==> src/rtl/uart_stream_pkg.sv <==
// Shared types and helpers for the buffered UART stream link.
// Used by uart_stream_link and sync_fifo.
package uart_stream_pkg;

  typedef enum logic [2:0] {
    IDLE,
    START,
    DATA,
    PARITY,
    STOP
  } uart_state_t;

  // One extra MSB distinguishes full from empty when the index bits match.
  function automatic int ptr_width(input int depth);
    return $clog2(depth) + 1;
  endfunction

endpackage

==> src/rtl/sync_fifo.sv <==
// First-word-fall-through synchronous FIFO with wrap-bit pointers.
// rd_data reads as zero while the FIFO is empty.
module sync_fifo
  import uart_stream_pkg::*;
#(
  parameter int WIDTH = 8,
  parameter int DEPTH = 16
) (
  input  logic             clk,
  input  logic             rst,
  input  logic             push,
  input  logic [WIDTH-1:0] wr_data,
  input  logic             pop,
  output logic [WIDTH-1:0] rd_data,
  output logic             full,
  output logic             empty
);

  localparam int PW = ptr_width(DEPTH);
  localparam int AW = PW - 1;

  logic [WIDTH-1:0] mem [DEPTH];
  logic [PW-1:0]    wr_ptr;
  logic [PW-1:0]    rd_ptr;
  logic             do_push;
  logic             do_pop;

  assign full    = (wr_ptr[PW-1] != rd_ptr[PW-1]) && (wr_ptr[AW-1:0] == rd_ptr[AW-1:0]);
  assign empty   = (wr_ptr == rd_ptr);
  assign do_push = push && !full;
  assign do_pop  = pop && !empty;
  assign rd_data = empty ? '0 : mem[rd_ptr[AW-1:0]];

  always_ff @(posedge clk) begin
    if (rst) begin
      wr_ptr <= '0;
      rd_ptr <= '0;
    end else begin
      if (do_push) wr_ptr <= wr_ptr + PW'(1);
      if (do_pop)  rd_ptr <= rd_ptr + PW'(1);
    end
  end

  always_ff @(posedge clk) begin
    if (do_push) mem[wr_ptr[AW-1:0]] <= wr_data;
  end

endmodule

==> src/rtl/uart_stream_link.sv <==
// Buffered UART transceiver: serial pins to valid/ready byte streams.
// Define UART_STREAM_PARITY_EN to add an even-parity bit in both directions.
module uart_stream_link
  import uart_stream_pkg::*;
#(
  parameter int CLKS_PER_BIT = 104,
  parameter int DATA_BITS    = 8,
  parameter int STOP_BITS    = 1,
  parameter int FIFO_DEPTH   = 16
) (
  input  logic                 clk,
  input  logic                 rst,
  input  logic                 uart_rx,
  output logic                 uart_tx,
  output logic [DATA_BITS-1:0] rx_data,
  output logic                 rx_valid,
  input  logic                 rx_ready,
  input  logic [DATA_BITS-1:0] tx_data,
  input  logic                 tx_valid,
  output logic                 tx_ready,
  output logic                 tx_busy,
  output logic                 rx_frame_err,
  output logic                 rx_overrun,
  output logic                 rx_parity_err
);

  localparam int CW = $clog2(STOP_BITS * CLKS_PER_BIT + 1);
  localparam int BW = $clog2(DATA_BITS);
`ifdef UART_STREAM_PARITY_EN
  localparam uart_state_t AFTER_DATA = PARITY;
`else
  localparam uart_state_t AFTER_DATA = STOP;
`endif

  // ---------------- RX ----------------
  logic                 rx_s1, rx_s2, rx_prev;
  uart_state_t          rx_state, rx_next;
  logic [CW-1:0]        rx_cnt;
  logic [BW-1:0]        rx_bit;
  logic [DATA_BITS-1:0] rx_shift;
  logic                 rx_tick, rx_fall, rx_par_bad, rx_push, rx_full, rx_empty;

  assign rx_tick = (rx_cnt == CW'(1));
  assign rx_fall = rx_prev && !rx_s2;

  always_ff @(posedge clk) begin
    if (rst) begin
      rx_s1   <= 1'b1;
      rx_s2   <= 1'b1;
      rx_prev <= 1'b1;
    end else begin
      rx_s1   <= uart_rx;
      rx_s2   <= rx_s1;
      rx_prev <= rx_s2;
    end
  end

  always_ff @(posedge clk) begin
    if (rst) rx_state <= IDLE;
    else     rx_state <= rx_next;
  end

  // A frame error returns to IDLE while the line is still low; IDLE only
  // re-arms on a fresh falling edge, so it waits for the line to go high.
  always_comb begin
    rx_next = rx_state;
    case (rx_state)
      IDLE:    if (rx_fall) rx_next = START;
      START:   if (rx_tick) rx_next = rx_s2 ? IDLE : DATA;
      DATA:    if (rx_tick && rx_bit == BW'(DATA_BITS - 1)) rx_next = AFTER_DATA;
      PARITY:  if (rx_tick) rx_next = STOP;
      STOP:    if (rx_tick) rx_next = IDLE;
      default: rx_next = IDLE;
    endcase
  end

`ifdef UART_STREAM_PARITY_EN
  logic rx_par;
  assign rx_par_bad = (rx_par != ^rx_shift);
`else
  assign rx_par_bad = 1'b0;
`endif

  always_ff @(posedge clk) begin
    if (rst) begin
      rx_cnt   <= '0;
      rx_bit   <= '0;
      rx_shift <= '0;
`ifdef UART_STREAM_PARITY_EN
      rx_par   <= 1'b0;
`endif
    end else if (rx_state == IDLE) begin
      rx_cnt <= CW'(CLKS_PER_BIT / 2);
      rx_bit <= '0;
    end else if (rx_tick) begin
      rx_cnt <= CW'(CLKS_PER_BIT);
      if (rx_state == DATA) begin
        rx_shift <= {rx_s2, rx_shift[DATA_BITS-1:1]};
        rx_bit   <= rx_bit + BW'(1);
      end
`ifdef UART_STREAM_PARITY_EN
      if (rx_state == PARITY) rx_par <= rx_s2;
`endif
    end else begin
      rx_cnt <= rx_cnt - CW'(1);
    end
  end

  always_comb begin
    rx_push       = 1'b0;
    rx_frame_err  = 1'b0;
    rx_parity_err = 1'b0;
    if (rx_state == STOP && rx_tick) begin
      if (!rx_s2)          rx_frame_err  = 1'b1;
      else if (rx_par_bad) rx_parity_err = 1'b1;
      else                 rx_push       = 1'b1;
    end
    rx_overrun = rx_push && rx_full;
  end

  sync_fifo #(.WIDTH(DATA_BITS), .DEPTH(FIFO_DEPTH)) u_rx_fifo (
    .clk     (clk),
    .rst     (rst),
    .push    (rx_push),
    .wr_data (rx_shift),
    .pop     (rx_valid && rx_ready),
    .rd_data (rx_data),
    .full    (rx_full),
    .empty   (rx_empty)
  );

  assign rx_valid = !rx_empty;

  // ---------------- TX ----------------
  uart_state_t          tx_state, tx_next;
  logic [CW-1:0]        tx_cnt;
  logic [BW-1:0]        tx_bit;
  logic [DATA_BITS-1:0] tx_shift, tx_head;
  logic                 tx_done, tx_pop, tx_full, tx_empty;

  assign tx_done = (tx_cnt == '0);

  always_ff @(posedge clk) begin
    if (rst) tx_state <= IDLE;
    else     tx_state <= tx_next;
  end

  always_comb begin
    tx_next = tx_state;
    case (tx_state)
      IDLE:    if (!tx_empty) tx_next = START;
      START:   if (tx_done) tx_next = DATA;
      DATA:    if (tx_done && tx_bit == BW'(DATA_BITS - 1)) tx_next = AFTER_DATA;
      PARITY:  if (tx_done) tx_next = STOP;
      STOP:    if (tx_done) tx_next = tx_empty ? IDLE : START;
      default: tx_next = IDLE;
    endcase
  end

`ifdef UART_STREAM_PARITY_EN
  logic tx_par;
`endif

  always_ff @(posedge clk) begin
    if (rst) begin
      tx_cnt   <= '0;
      tx_bit   <= '0;
      tx_shift <= '0;
`ifdef UART_STREAM_PARITY_EN
      tx_par   <= 1'b0;
`endif
    end else if (tx_pop) begin
      tx_shift <= tx_head;
      tx_cnt   <= CW'(CLKS_PER_BIT - 1);
      tx_bit   <= '0;
`ifdef UART_STREAM_PARITY_EN
      tx_par   <= ^tx_head;
`endif
    end else if (tx_state != IDLE) begin
      if (tx_done) begin
        tx_cnt <= (tx_next == STOP) ? CW'(STOP_BITS * CLKS_PER_BIT - 1) : CW'(CLKS_PER_BIT - 1);
        if (tx_state == DATA) begin
          tx_shift <= {1'b0, tx_shift[DATA_BITS-1:1]};
          tx_bit   <= tx_bit + BW'(1);
        end
      end else begin
        tx_cnt <= tx_cnt - CW'(1);
      end
    end
  end

  // Popping at the end of STOP starts the next frame with no idle gap.
  always_comb begin
    tx_pop  = 1'b0;
    uart_tx = 1'b1;
    case (tx_state)
      IDLE:    tx_pop = !tx_empty;
      START:   uart_tx = 1'b0;
      DATA:    uart_tx = tx_shift[0];
`ifdef UART_STREAM_PARITY_EN
      PARITY:  uart_tx = tx_par;
`endif
      STOP:    tx_pop = tx_done && !tx_empty;
      default: uart_tx = 1'b1;
    endcase
  end

  sync_fifo #(.WIDTH(DATA_BITS), .DEPTH(FIFO_DEPTH)) u_tx_fifo (
    .clk     (clk),
    .rst     (rst),
    .push    (tx_valid && tx_ready),
    .wr_data (tx_data),
    .pop     (tx_pop),
    .rd_data (tx_head),
    .full    (tx_full),
    .empty   (tx_empty)
  );

  assign tx_ready = !tx_full;
  assign tx_busy  = (tx_state != IDLE) || !tx_empty;

endmodule

==> config.mk <==
export PLATFORM = sky130hd
export DESIGN_NAME = uart_stream_link
export DESIGN_NICKNAME = d
export VERILOG_FILES = /design/src/rtl/uart_stream_pkg.sv /design/src/rtl/sync_fifo.sv /design/src/rtl/uart_stream_link.sv
export SDC_FILE = /design/constraint.sdc
export NUM_CORES = 1
export LEC_CHECK = 0
export ABC_AREA = 0
export ABC_CLOCK_PERIOD_IN_PS = 5200
export BUFFER_PORTS_ARGS = -buffer_cell sky130_fd_sc_hd__buf_2
export CELL_PAD_IN_SITES_DETAIL_PLACEMENT = 0
export CELL_PAD_IN_SITES_GLOBAL_PLACEMENT = 2
export CORE_MARGIN = 4
export CORE_UTILIZATION = 51
export DETAILED_ROUTE_END_ITERATION = 16
export PLACE_DENSITY_LB_ADDON = 0.1
export SYNTH_ARGS = -nofsm -noshare
export SYNTH_HDL_FRONTEND = slang
export SYNTH_SLANG_ARGS = --single-unit
==> constraint.sdc <==
create_clock -name clk -period 5.2 [get_ports clk]
set_input_delay 1.04 -clock clk [delete_from_list [all_inputs] [get_ports clk]]
set_output_delay 1.04 -clock clk [all_outputs]
set_load 0.01 [all_outputs]
Word level (Yosys, flattened, before mapping)
Memories as Yosys holds them, arrays and structs flattened. A register that Yosys moved wholly into a read port is not among the register bits.
Index checks and enable logic that the tools add are counted.
{"block": "op_classes", "add_sub_neg": 8, "eq_ne": 27, "mux": 39, "bitwise_logic": 1, "reduce_logical": 36}
{"op": "8-bit 2-to-1 mux", "count": 6}
{"op": "3-bit 2-to-1 mux", "count": 10}
{"op": "3-bit one-hot mux with 5 select lines", "count": 2}
{"op": "7-bit 2-to-1 mux", "count": 4}
{"op": "5-bit by 1-bit adder with 5-bit output (second input constant)", "count": 4}
{"op": "2-bit inequality test (second input constant)", "count": 10}
{"op": "4-bit 2-to-1 mux", "count": 4}
{"op": "1-bit logical AND", "count": 14}
{"op": "7-bit by 1-bit subtractor with 7-bit output (second input constant)", "count": 2}
{"op": "3-bit by 2-bit == test with 1-bit output (second input constant)", "count": 4}
{"op": "3-bit == test (second input constant)", "count": 4}
{"op": "5-bit == test", "count": 2}
{"op": "5-bit AND reduction", "count": 2}
{"op": "1-bit 2-to-1 mux", "count": 9}
{"op": "3-bit AND reduction", "count": 3}
{"op": "4-bit == test", "count": 2}
{"op": "7-bit by 1-bit == test with 1-bit output (second input constant)", "count": 1}
{"op": "7-bit zero test", "count": 1}
{"op": "3-bit by 1-bit adder with 3-bit output (second input constant)", "count": 2}
{"op": "3-bit by 1-bit == test with 1-bit output (second input constant)", "count": 2}
{"op": "3-bit zero test", "count": 2}
{"op": "6-bit 2-to-1 mux", "count": 1}
{"op": "2-bit nonzero test", "count": 3}
{"op": "1-bit zero test", "count": 5}
{"op": "other kinds (9)", "count": 12}
{"block": "word_totals", "register_bits": 65, "ram_bits": 256, "input_bits": 13, "output_inout_bits": 15, "elab_cells": 131, "n_memories": 2}
{"name": "u_rx_fifo.mem", "words": 16, "word_bits": 8, "rd": 1, "rd_ports_with_merged_regs": 1, "wr": 1, "line": "sync_fifo.sv:22", "source": "logic [WIDTH-1:0] mem [DEPTH];"}
{"name": "u_tx_fifo.mem", "words": 16, "word_bits": 8, "rd": 1, "rd_ports_with_merged_regs": 1, "wr": 1, "line": "sync_fifo.sv:22"}

Longest topological paths before layout
{"block": "logic_depth", "depth_word": 7, "mapped_depth": 9}

By module
From an unflattened synthesis, not the netlist that was laid out.
{"block": "hier_totals", "hier_cells": 870, "hier_area_um2": 13778.2}
{"module": "sync_fifo (u_tx_fifo)", "n_inst": 1, "cells_each": 333, "area_each_um2": 5888.1}
{"module": "sync_fifo (u_rx_fifo)", "n_inst": 1, "cells_each": 302, "area_each_um2": 5724.2}
{"module": "uart_stream_link", "n_inst": 1, "cells_each": 235, "area_each_um2": 2165.8}

Worst setup path before layout
No wires, ideal clock.
{"block": "synth_path", "path_type": "reg-to-output", "start": "register with a tool-made name", "end": "output port rx_data[0]", "t_arrival_ps": 1855, "path_slack_ps": 2305, "stages_incl_launch_ff": 6, "n_path_buf": 2, "cell_sequence": "dfxtp_1 buf_2 buf_2 mux4_2 mux4_2 nor2b_1"}
{"element": "end, declared", "line": "uart_stream_link.sv:15", "source": "output logic [DATA_BITS-1:0] rx_data,"}

==> flow_metrics.env <==
export IMPL_async_reset_ff_frac=0
export IMPL_drive_above_1_share=0.2205
export IMPL_antenna_left=0
export IMPL_yosysTopAreaCellShare=0.5761
export IMPL_crit_chain="mux4_2 -> mux4_2 -> nor2b_1 -> buf_2"
export IMPL_grt_busiest_layer="met2"
export IMPL_path_buf_inv=1
export IMPL_place_ws_ns=1.574
export IMPL_setup_violations=0
export IMPL_routedWlPerCell_um=22.81
export IMPL_final_cell_area_sq_um=14800
export IMPL_vias=6796
export IMPL_pin_count=28
export IMPL_cts_hold_buf=0
export IMPL_grt_pass1_wl_mm=41.81
export IMPL_met1_usage=0.2539
export IMPL_clock_latency_ns=0.51
export IMPL_fillCellCount=1869
export IMPL_place_detailed_hpwl_mm=16.96
export IMPL_cp_end_kind="primary output"
export IMPL_netlist_instances=779
export IMPL_cp_required_ns=4.16
export IMPL_clk_pin_slew_ns=0.06
export IMPL_fmax_mhz=243.9
export IMPL_synth_avg_cell_area_sq_um=17.13
export IMPL_vias_per_cell=5.859
export IMPL_die_area_sq_um=28820
export IMPL_met2_usage=0.3285
export IMPL_grt_usage=0.1891
export IMPL_arrival_ns=3.06
export IMPL_synth_seq_area_share=0.6856
export IMPL_p_per_area_nw_per_um2=410.7
export IMPL_cts_root_buf="clkbuf_16"
export IMPL_synthFlopType="edfxtp_1"
export IMPL_final_hold_viol_count=0
export IMPL_die_h_um=169.8
export IMPL_worstHoldPathType="register to register"
export IMPL_cts_buffers=34
export IMPL_drtIter0Drc=482
export IMPL_io_buffers=26
export IMPL_maxSlewViolCount=0
export IMPL_synth_cell_types=58
export IMPL_antenna_found_initial=0
export IMPL_critical_path_max_stage_delay_ns=1.07
export IMPL_path_max_fanout=32
export IMPL_finalWirelength_mm=26.46
export IMPL_nNetsFinal=838
export IMPL_syn_nets=810
export IMPL_drc=0
export IMPL_crit_family="multiplexers"
export IMPL_synth_area_sq_um=13340
export IMPL_leakage_nw=4.994
export IMPL_initial_core_util=0.5239
export IMPL_synthTopCellsByCount="edfxtp_1, dfxtp_1, mux4_2, nor2_1, and3_1"
export IMPL_cts_max_path_buffers=3
export IMPL_startpoint_type="register"
export IMPL_finalCritPeriodShare=0.7886
export IMPL_tns_ns=0
export IMPL_rsz0062_at_grt="no"
export IMPL_cap_violations=0
export IMPL_worst_slack_ns=1.099
export IMPL_ctsResizeCount=0
export IMPL_rows=58
export IMPL_diodes=0
export IMPL_synth_compound_area_frac=0.04126
export IMPL_grt_pass1_vias=7074
export IMPL_tightest_slew_ns=1.171
export IMPL_fp_dieW_um=169.8
export IMPL_cts_sinks=329
export IMPL_crit_slowest_cell="dfxtp_2"
export IMPL_synth_mux_area_frac=0.1391
export IMPL_cts_tree="done"
export IMPL_cts_htree_levels=2
export IMPL_synth_top_family_by_area="multiplexers"
export IMPL_post_cts_buffers=0
export IMPL_yosysMostFrequentCell="edfxtp_1"
export IMPL_cp_common_cell="mux4_2"
export IMPL_core_area_sq_um=25470
export IMPL_synth_edf_count=256
export IMPL_synth_simple_gate_area_share=0.07736
export IMPL_skew_ns=0.01034
export IMPL_synth_top_area_cell="edfxtp_1"
export IMPL_area_growth_pct=10.94
export IMPL_grt_overflow_total=0
export IMPL_place_area_sq_um=13740
export IMPL_gp_congestion=0.7910
export IMPL_ys_ff_latch=329
export IMPL_vdd_drop_max_v=0.0002539
export IMPL_yosys_area_share_adder=0.01688
export IMPL_path_class="register to primary output"
export IMPL_netlist_top_cells_area="edfxtp_1, mux4_2, dfxtp_1"
export IMPL_period_minus_slack_ns=4.101
export IMPL_dr_pass1_iters=4
export IMPL_grt_max_degree=49
export IMPL_max_slew_margin=0.2191
export IMPL_status="completed"
export IMPL_synth_xor_area_frac=0.02035
export IMPL_use_met3=0.03028
export IMPL_yosys_warnings=0
[path summary, 6_finish.rpt]
check                           startpoint                  end  slack, ns  depth (start not counted)
worst max register to register   rx_cnt[3]  u_rx_fifo.mem[3][2]       2.41                          4
worst min-delay path                 rx_s1                rx_s2       0.41                          1
worst max-delay path              register           rx_data[2]       1.10                          4
worst min register to register       rx_s1                rx_s2       0.41                          1
[kinds of logic (layout without fill, tap and decap cells)]
logic type,Yosys count,count (layout)
AO/OA/AOI/OAI,67,67
XOR/XNOR,31,31
adder cells (fa/ha/maj),18,18
buffers and inverters,54,105
flip-flops,329,329
multiplexers,95,95
other,1,1
AND/OR/NAND/NOR,184,184
[where the power goes]
group	switching (mW)	total (mW)	internal [mW]
Combinational	0.440	0.786	0.346
Clock	0.969	2.31	1.34
Sequential	0.0848	2.98	2.90
Total	1.49	6.08	4.59
[sequential cells by signal (all words and copies together), names as in the netlist, named ones only]
| name | count |
|---|---|
| u_rx_fifo.mem | 128 |
| u_tx_fifo.mem | 128 |
| rx_shift | 8 |
| tx_shift | 8 |
| rx_cnt | 7 |
| tx_cnt | 7 |
| u_rx_fifo.rd_ptr | 5 |
| u_rx_fifo.wr_ptr | 5 |
| u_tx_fifo.rd_ptr | 5 |
| u_tx_fifo.wr_ptr | 5 |
| rx_bit | 3 |
| rx_state | 3 |
| tx_bit | 3 |
| tx_state | 3 |
| rx_prev | 1 |
| rx_s1 | 1 |
| rx_s2 | 1 |
[through the flow]
stage / power (mW) / instances / hold WS, ns / util
after floorplan: 3.662 / 779 / 0.3895 / -
after global placement: 3.810 / 1101 / 0.3947 / 0.5395
after detailed placement: 3.830 / 1101 / 0.3994 / 0.5395
after CTS: 6.143 / 1160 / 0.4144 / 0.5812
after global routing: 6.351 / 1160 / 0.4391 / 0.5812
final: 6.080 / 1160 / 0.4101 / 0.5812
[layout by cell type (no fill, tap or decap), types with 19 or more instances in the layout]
| master | n |
|---|---|
| mux2i_1 | 19 |
| nor3_1 | 23 |
| nor2_1 | 58 |
| mux4_2 | 72 |
| nor2b_1 | 21 |
| edfxtp_1 | 256 |
| buf_2 | 26 |
| dfxtp_1 | 71 |
| clkbuf_16 | 35 |
| and3_1 | 26 |
[final cells by class]
type | instances | area [sq um] | area share
sequential | 329 | 9151 | 0.6182
multi-input combinational | 396 | 3950 | 0.2668
clock buffer | 42 | 902.1 | 0.06094
tap | 330 | 412.9 | 0.02789
timing repair buffer | 32 | 175.2 | 0.01183
clock inverter | 17 | 160.2 | 0.01082
inverter | 14 | 52.55 | 0.003550
[metal layers]
layer,up-vias,wire (um)
met1,3502,11290
met2,137,13800
li1,3122,-
met3,35,939
met5,-,0
met4,0,427
(Power assumes the default switching activity.)
